==> src/rtl/pc_fetch_sequencer.sv <==
// Fetch/execute sequencer for the RISCuinho core: runs the imem read handshake,
// holds the instruction register, drives PC-unit enable/select, counts retirements.
module pc_fetch_sequencer #(
  parameter int INSTR_ADDR_WIDTH = 20,
  parameter int INSTR_WIDTH      = 32,
  parameter int CNT_WIDTH        = 32
) (
  input  logic                        clk,
  input  logic                        rst,
  input  logic                        run,
  input  logic                        halt_req,
  input  logic [INSTR_ADDR_WIDTH-1:0] pc,
  input  logic                        pc_end,
  output logic                        pc_en,
  output logic                        pc_src,
  output logic                        imem_req,
  output logic [INSTR_ADDR_WIDTH-1:0] imem_addr,
  input  logic                        imem_ack,
  input  logic [INSTR_WIDTH-1:0]      imem_rdata,
  output logic [INSTR_WIDTH-1:0]      ir,
  output logic                        ir_valid,
  input  logic                        ex_ready,
  input  logic                        branch_taken,
  output logic                        halted,
  output logic [CNT_WIDTH-1:0]        retired
);

  typedef enum logic [1:0] {IDLE, FETCH, EXEC, HALT} state_t;

  state_t state, state_nxt;
  logic   retire;
  logic   at_end;

  // reset wins over a same-cycle retirement, so the PC never moves under rst
  assign retire    = (state == EXEC) && ex_ready && !rst;
  assign at_end    = pc_end && !branch_taken;
  assign imem_addr = pc;
  assign halted    = (state == HALT);

  always_comb begin
    state_nxt = state;
    pc_en     = 1'b0;
    pc_src    = 1'b0;
    imem_req  = 1'b0;
    case (state)
      IDLE: begin
        if (halt_req)  state_nxt = HALT;
        else if (run)  state_nxt = FETCH;
      end
      FETCH: begin
        imem_req = 1'b1;
        if (imem_ack) state_nxt = EXEC;
      end
      EXEC: begin
        if (retire) begin
          pc_src = branch_taken;
          pc_en  = !at_end;
          if (halt_req || at_end) state_nxt = HALT;
          else if (!run)          state_nxt = IDLE;
          else                    state_nxt = FETCH;
        end
      end
      HALT: state_nxt = HALT;
      default: state_nxt = IDLE;
    endcase
  end

  always_ff @(posedge clk) begin
    if (rst) begin
      state    <= IDLE;
      ir       <= '0;
      ir_valid <= 1'b0;
      retired  <= '0;
    end else begin
      state <= state_nxt;
      if (state == FETCH && imem_ack) begin
        ir       <= imem_rdata;
        ir_valid <= 1'b1;
      end
      if (retire) begin
        ir_valid <= 1'b0;
        retired  <= retired + 1'b1;
      end
    end
  end

endmodule
==> config.mk <==
export PLATFORM = sky130hd
export DESIGN_NAME = pc_fetch_sequencer
export DESIGN_NICKNAME = d
export VERILOG_FILES = /design/src/rtl/pc_fetch_sequencer.sv
export SDC_FILE = /design/constraint.sdc
export NUM_CORES = 1
export LEC_CHECK = 0
export CAP_MARGIN = 20
export CORE_ASPECT_RATIO = 1.75
export CORE_MARGIN = 10
export CORE_UTILIZATION = 44
export CTS_BUF_LIST = sky130_fd_sc_hd__clkbuf_16
export DETAILED_ROUTE_END_ITERATION = 8
export GPL_TIMING_DRIVEN = 0
export PLACE_DENSITY = 0.86
export SLEW_MARGIN = 40
export SYNTH_ARGS = -nofsm -noshare
export SYNTH_HDL_FRONTEND = slang
export SYNTH_SLANG_ARGS = --single-unit
==> constraint.sdc <==
create_clock -name clk -period 6.9 [get_ports clk]
set_clock_uncertainty 0.1 [all_clocks]
set_input_delay 1.035 -clock clk [delete_from_list [all_inputs] [get_ports clk]]
set_output_delay 1.035 -clock clk [all_outputs]
set_load 0.01 [all_outputs]
* Yosys cells after proc, flatten, opt, wreduce, memory -nomap -nowiden
Index checks and enable logic that the tools add are counted. Widths: inputs -> output; s select.
Storage, ports and cells: output and inout port bits 89, flip-flop bits (word level) 67
Cells by class: equality and inequality tests 6, $add $sub $neg 1, mux-type cells 12, reduce and logical (&&, ||, !) cells 11
Operators by type and width (count):
- $add 32x1->32 const B | 1
- $mux 2 | 5
- $pmux 2 s4 | 1
- $mux 1 | 6
- $eq 2x2->1 const B | 2
- $logic_and 1x1->1 | 4
- $ne 2x2->1 const B | 2
- $logic_not 1->1 | 3
- $ne 3x3->1 const B | 1
- $reduce_and 3->1 | 1
- $eq 2x1->1 const B | 1
- $logic_not 2->1 | 1
- $reduce_or 2->1 | 1
- $logic_or 1x1->1 | 1

* Longest topological paths before layout
Gate-level depths: netlist of the first run.
depth after elaboration 6, depth in mapped cells 7, depth with buffers taken out 5

* Worst setup path after synthesis of the first run
No wires, ideal clock.
kind input to output, from in rst, to out pc_en, buffers on the path 2, cell stages on the path 3, arrival 1.740 ns, slack 4.025 ns, cell sequence clkbuf_1 > buf_1 > nor3_1
On the way: cells in the longest elaborated chain, start to end 4
RTL lines:
- start, declared | RTL line 9 | input logic rst,
- $logic_not 1->1 | RTL line 35 | assign retire = (state == EXEC) && ex_ready && !rst;
- $logic_and 1x1->1 | RTL line 35
- $mux 1 | RTL line 55 | if (retire) begin
- $mux 1 | RTL line 45 | case (state)
- end, declared | RTL line 14 | output logic pc_en,
Every way passes these cells.

* Final worst setup path of the first run
Ends and elaborated chain as after synthesis.

==> results of run 1 <==
## power by group through the flow
stage | Clock [µW] | Sequential (µW) | Combinational (µW)
global placement | 0 | 413 | 121
floorplan | 0 | 418 | 48.3
CTS | 564 | 406 | 125
detailed placement | 0 | 414 | 124
global route | 583 | 407 | 135
finish | 556 | 406 | 123
## tightest hold or removal path: cells and delay by family (launching register included)
kind	cells	cell delay [ns]
flops	1	0.30
simple gates	1	0.05
compound gates	1	0.05
## final timing paths
check,startpoint,end,cells after the start
worst min-delay path,ir[24],ir[24],2
worst min register to register,ir[24],ir[24],2
worst max-delay path,rst,pc_en,5
worst max register to register,retired[0],retired[28],6
## per-layer routing
layer | vias up | share of wire, % | global-route usage (%)
met4 | 0 | 3.5 | 9.79
li1 | 1553 | - | -
met5 | - | 0 | 0
met2 | 141 | 53 | 33.7
met1 | 1460 | 33 | 17.4
met3 | 22 | 9.9 | 6.54
## sequential cells by signal (all words and copies together), names as in the netlist
register	cells
ir	32
retired	32
state	2
ir_valid	1
## cells in the final DEF, fill, tap and decap left out, types with 4 or more instances in the layout
master / count
o31ai_1: 10
bufinv_16: 4
nor2_1: 20
xnor2_1: 4
or4_1: 10
buf_4: 20
nor2b_1: 9
clkbuf_1: 17
xor2_1: 6
clkbuf_16: 9
inv_1: 5
clkdlybuf4s50_1: 128
nand4_1: 10
dfxtp_1: 67
nand3_1: 9
nor4_1: 9
nor3_1: 4
and2_1: 4
a21oi_1: 48
mux2_2: 7
nand2_1: 77
## cell families (layout without fill, tap and decap cells)
| kind of cell | Yosys count | count (layout) | synth area share, % |
|---|---|---|---|
| adder cells (fa/ha/maj) | 1 | 1 | 0.413 |
| multiplexers | 8 | 8 | 2.94 |
| buffers and inverters | 46 | 190 | 8.47 |
| flip-flops | 67 | 67 | 44.3 |
| AO/OA/AOI/OAI | 66 | 66 | 12.2 |
| XOR/XNOR | 10 | 10 | 2.89 |
| AND/OR/NAND/NOR | 172 | 172 | 28.8 |
## through the flow
stage,std cells,utilization [%],setup slack [ns]
after CTS,598,70.2,2.60
after global routing,598,70.2,2.49
after floorplan,370,-,4.03
after detailed placement,582,64.8,2.61
after global placement,582,64.8,2.63
final,598,70.2,2.61
## area by class of cell
cell class,instances,area [µm²]
well taps,84,105
plain buffers,41,238
repair buffers,128,1280
clock inverters,7,140
clock buffers,9,225
flip-flops and latches,67,1340
inverters,5,18.8
multi-input cells,257,1430
fillers,547,2030
## Yosys cell counts
cell type / count
nand2b_1: 2
nand4_2: 2
nor2_1: 20
inv_1: 5
o31ai_1: 10
or3_1: 1
xnor2_1: 4
mux2i_1: 1
and4_2: 1
or4_1: 10
o41ai_1: 1
o32a_1: 1
nor4b_1: 1
nor4_1: 9
buf_6: 1
ha_1: 1
or4_4: 1
buf_4: 20
nand3b_1: 2
nor2b_1: 9
nand4_1: 10
dfxtp_1: 67
nand2_1: 77
buf_1: 2
buf_2: 1
o22ai_1: 2
and3_1: 3
clkbuf_1: 17
nand3_1: 9
and2_1: 4
xor2_1: 6
mux2_2: 7
a21boi_0: 1
or3_2: 1
nor3b_1: 1
o21ai_0: 3
and3b_1: 2
and4_1: 3
nor3_1: 4
a21oi_1: 48
==> flow_metrics.tcl, run 1 <==
set metrics [dict create \
    port_buffers 128 \
    critPathSlowestCell "clkdlybuf4s50_1" \
    finalCritPeriodShare_pct 62.2 \
    ctsHoldBuffers 0 \
    switching_share_pct 21.1 \
    hpwl_um 7980 \
    critPathMaxStageDelay_ns 0.60 \
    status "complete, no violations" \
    finalHoldViolCount 0 \
    numCtsBuffers 9 \
    ir_worst_vdd_mv 0.176 \
    tns_ns 0 \
    crit_chain "clkdlybuf4s50_1 -> clkbuf_1 -> buf_1 -> nor3_1 -> clkdlybuf4s50_1" \
    htreeDepth 3 \
    worstPathRequired_ns 5.76 \
    ys_ff_latch 67 \
    comb_power_share_pct 11.4 \
    rrSetupSlack_ns 4.32 \
    cts_sinks 67 \
    yosysTopAreaCell "dfxtp_1" \
    start_util_pct 44.5 \
    crit_buf_inv 4 \
    dieArea_um2 10700 \
    synthTopCellsByArea "dfxtp_1, nand2_1, a21oi_1, buf_4, mux2_2" \
    internal-power_uw 856 \
    cts_tree "built" \
    cts_root_buffer "clkbuf_16" \
    vias 3176 \
    arrival_ns 3.15 \
    end_kind "primary output" \
    slew_headroom_pct 63.2 \
    ant_nets 0 \
    critPathLaunchType "input port" \
    core.rowCount 40 \
    path_clk_slew_ns 0.06 \
    hold_class "flip-flop to flip-flop" \
    power_density_nw_per_um2 227 \
    p_seq_share_pct 37.4 \
    setup_viol 0 \
    drt-initial-drc-count 119 \
    syn_area_um2 3030 \
    pin_count 149 \
    core_area_um2 6810 \
    rsz0062_at_grt "no" \
    grt_pass1_wl_um 15500 \
    clock_path_buffers 2 \
    syn_nets 431 \
    drive_gt1_share_pct 9.73 \
    maxSlewViolCount 0 \
    max_freq_ghz 0.233 \
    area.growth.synth_to_final_pct 57.9 \
    cts-resized-gates 0 \
    placed_area_um2 4410 \
    finalInstanceArea_um2 4780 \
    wl_um 10100 \
    drt_pre_antenna_iters 4 \
    antenna_cells 0 \
    finalPower_uw 1080 \
    antenna_found_initial 0 \
    grt_max_degree 13 \
    die_h_um 130 \
    via_per_inst 5.31 \
    fin_hold_ws_ns 0.352 \
    grt_overflow 0 \
    dieWidth_um 82.7 \
    power_leakage_uw 0.00167 \
    path_class "input port to primary output" \
    clock_latency_ns 0.33 \
    drcViolationCount 0 \
    cts_setup_buffers 0 \
    critPathMostFrequentCell "clkdlybuf4s50_1" \
    crit_family "buffers and inverters" \
    clkPwrFrac_pct 51.2 \
    crit_path_max_fanout 10 \
    fin_nets 570 \
    tightest_slew_ns 0.553 \
    finalCriticalPeriod_ns 4.29 \
    p_switching_uw 228 \
    max_cap_violations 0 \
    grt_pass1_vias 3210 \
    syn_area_per_cell_um2 8.18 \
    grt_use_total_pct 18.6 \
    ys_types 40 \
    routabilityCongestion 0.900 \
    yosysWarnings 0 \
    synth_cells 370 \
    ys_seq_area_share_pct 44.3 \
    synth_top_area_share_pct 44.3 \
    wl_per_cell_um 16.9 \
]
No activity file was read; power rests on OpenSTA's default activity.
==> inputs of run 2 (changes only) <==
--- a/config.mk
+++ b/config.mk
@@ -8,11 +8,11 @@
 export CAP_MARGIN = 20
 export CORE_ASPECT_RATIO = 1.75
 export CORE_MARGIN = 10
-export CORE_UTILIZATION = 44
+export CORE_UTILIZATION = 40
 export CTS_BUF_LIST = sky130_fd_sc_hd__clkbuf_16
 export DETAILED_ROUTE_END_ITERATION = 8
 export GPL_TIMING_DRIVEN = 0
-export PLACE_DENSITY = 0.86
+export PLACE_DENSITY = 0.8
 export SLEW_MARGIN = 40
 export SYNTH_ARGS = -nofsm -noshare
 export SYNTH_HDL_FRONTEND = slang
==> constraint.sdc (replaced) <==
create_clock -name clk -period 4 [get_ports clk]
set_clock_uncertainty 0.1 [all_clocks]
set_input_delay 0.6 -clock clk [delete_from_list [all_inputs] [get_ports clk]]
set_output_delay 0.6 -clock clk [all_outputs]
set_load 0.01 [all_outputs]
==> flow_metrics.tcl, run 2 (same netlist as run 1, synthesis figures left out) <==
set metrics [dict create \
    htreeDepth 3 \
    crit_chain "clkdlybuf4s50_1 -> clkbuf_1 -> buf_1 -> nor3_1 -> clkdlybuf4s50_1" \
    ir_worst_vdd_mv 0.291 \
    numCtsBuffers 9 \
    arrival_ns 2.76 \
    drt-initial-drc-count 108 \
    whs_path_depth 2 \
    drcViolationCount 0 \
    via_per_inst 5.29 \
    mostFrequentLayoutCell "clkdlybuf4s50_1" \
    max_freq_ghz 0.289 \
    core.rowCount 41 \
    clock_latency_ns 0.32 \
    wl_um 10100 \
    port_buffers 128 \
    rrSetupSlack_ns 1.56 \
    start_util_pct 41.5 \
    worstHoldStart "ir[5]" \
    grt_pass1_wl_um 16000 \
    crit_path_max_fanout 10 \
    fin_nets 570 \
    finalCritPeriodShare_pct 86.6 \
    top_regs "ir: 32 flops, retired: 32 flops, state: 2 flops" \
    grt_pass1_vias 3178 \
    power_density_nw_per_um2 339 \
    seqCellArea_um2 1340 \
    cts_sinks 67 \
    critPathSlowestCell "clkdlybuf4s50_1" \
    cts-resized-gates 0 \
    clock_path_buffers 2 \
    status "complete, no violations" \
    cts_root_buffer "clkbuf_16" \
    tns_ns 0 \
    end_kind "primary output" \
    multi_input_area_um2 1430 \
    finalInstanceArea_um2 4670 \
    critPathMaxStageDelay_ns 0.60 \
    wl_per_cell_um 16.8 \
    hold_class "flip-flop to flip-flop" \
    worstPathRequired_ns 3.30 \
    rsz0062_at_grt "no" \
    r2r_end "retired[30]" \
    place_ws_ns 0.544 \
    max_cap_violations 0 \
    grt_use_total_pct 16.9 \
    most-common-layout-cells "clkdlybuf4s50_1, nand2_1, dfxtp_1" \
    routabilityCongestion 0.866 \
    hold_end "ir[5]" \
    antenna_cells 0 \
    cts_setup_buffers 0 \
    drt_pre_antenna_iters 5 \
    vias 3167 \
    fin_util_pct 64.1 \
    dieArea_um2 11600 \
    pin_count 149 \
    critPathMostFrequentCell "clkdlybuf4s50_1" \
    hpwl_um 8060 \
    grt_max_degree 11 \
    antenna_found_initial 0 \
    critPathLaunchType "input port" \
    maxSlewViolCount 0 \
    placed_area_um2 4420 \
    power_leakage_uw 0.00163 \
    grt_overflow 0 \
    area.growth.synth_to_final_pct 54.2 \
    die_h_um 135 \
    core_area_um2 7280 \
    path_clk_slew_ns 0.05 \
    finalCriticalPeriod_ns 3.46 \
    drive_gt1_share_pct 8.77 \
    r2r_start "retired[0]" \
    ant_nets 0 \
    cts_tree "built" \
    path_class "input port to primary output" \
    dieWidth_um 85.8 \
    fillers 627 \
    tightest_slew_ns 0.607 \
    ctsHoldBuffers 0 \
    finalHoldViolCount 0 \
    worst_slack_ns 0.536 \
    reg2reg_depth 6 \
    setup_viol 0 \
    slew_headroom_pct 59.5 \
]
## run 2: cell count changes in the layout (fill, tap and decap cells not counted)
cell / change
inv_1: +1
clkinv_2: +1
clkinvlp_4: -2
clkinv_1: +3
bufinv_16: -4
## run 2: final cells by class
cell class / count / share of cell area (%)
multi-input combinational: 257 / 30.6
sequential: 67 / 28.7
timing repair buffer: 128 / 27.5
buffer: 41 / 5.10
clock buffer: 9 / 4.83
tap: 86 / 2.31
clock inverter: 6 / 0.536
inverter: 5 / 0.402
## run 2: per-stage QoR
stage          power [µW]  hold slack (ns)  instances
3_3_place_gp          923            0.342        584
6_report             1580            0.351        599
2_1_floorplan         804            0.381        370
4_1_cts              1600            0.353        599
5_1_grt              1650            0.375        599
3_5_place_dp          929            0.346        584
## run 2: layer usage
| metal | global-route usage (%) | up-vias | wire [µm] |
|---|---|---|---|
| met1 | 16.3 | 1465 | 3700 |
| met4 | 6.07 | 0 | 169 |
| li1 | - | 1544 | - |
| met3 | 7.59 | 16 | 899 |
| met5 | 0 | - | 0 |
| met2 | 30.4 | 142 | 5290 |
## run 2: worst max-delay path, delay by kind of cell
family	cells	cell delay [ns]
AND/OR/NAND/NOR	1	0.13
buffers and inverters	4	2.04
## run 2: power breakdown
part / switching (µW) / total [µW] / internal [µW] / leakage [µW]
sequential: 11.7 / 700 / 688 / 0.000542
combinational: 93.7 / 213 / 119 / 0.000959
clock: 263 / 667 / 404 / 0.000129
## run 2: how the worst max path moves through the flow
stage	from	to	slack, ns	depth (start not counted)
floorplan	retired[0]	retired[26]	1.71	6
global placement	rst	pc_en	0.55	5
detailed placement	rst	pc_en	0.54	5
CTS	rst	pc_en	0.53	5
global route	rst	pc_en	0.40	5
finish	rst	pc_en	0.54	5
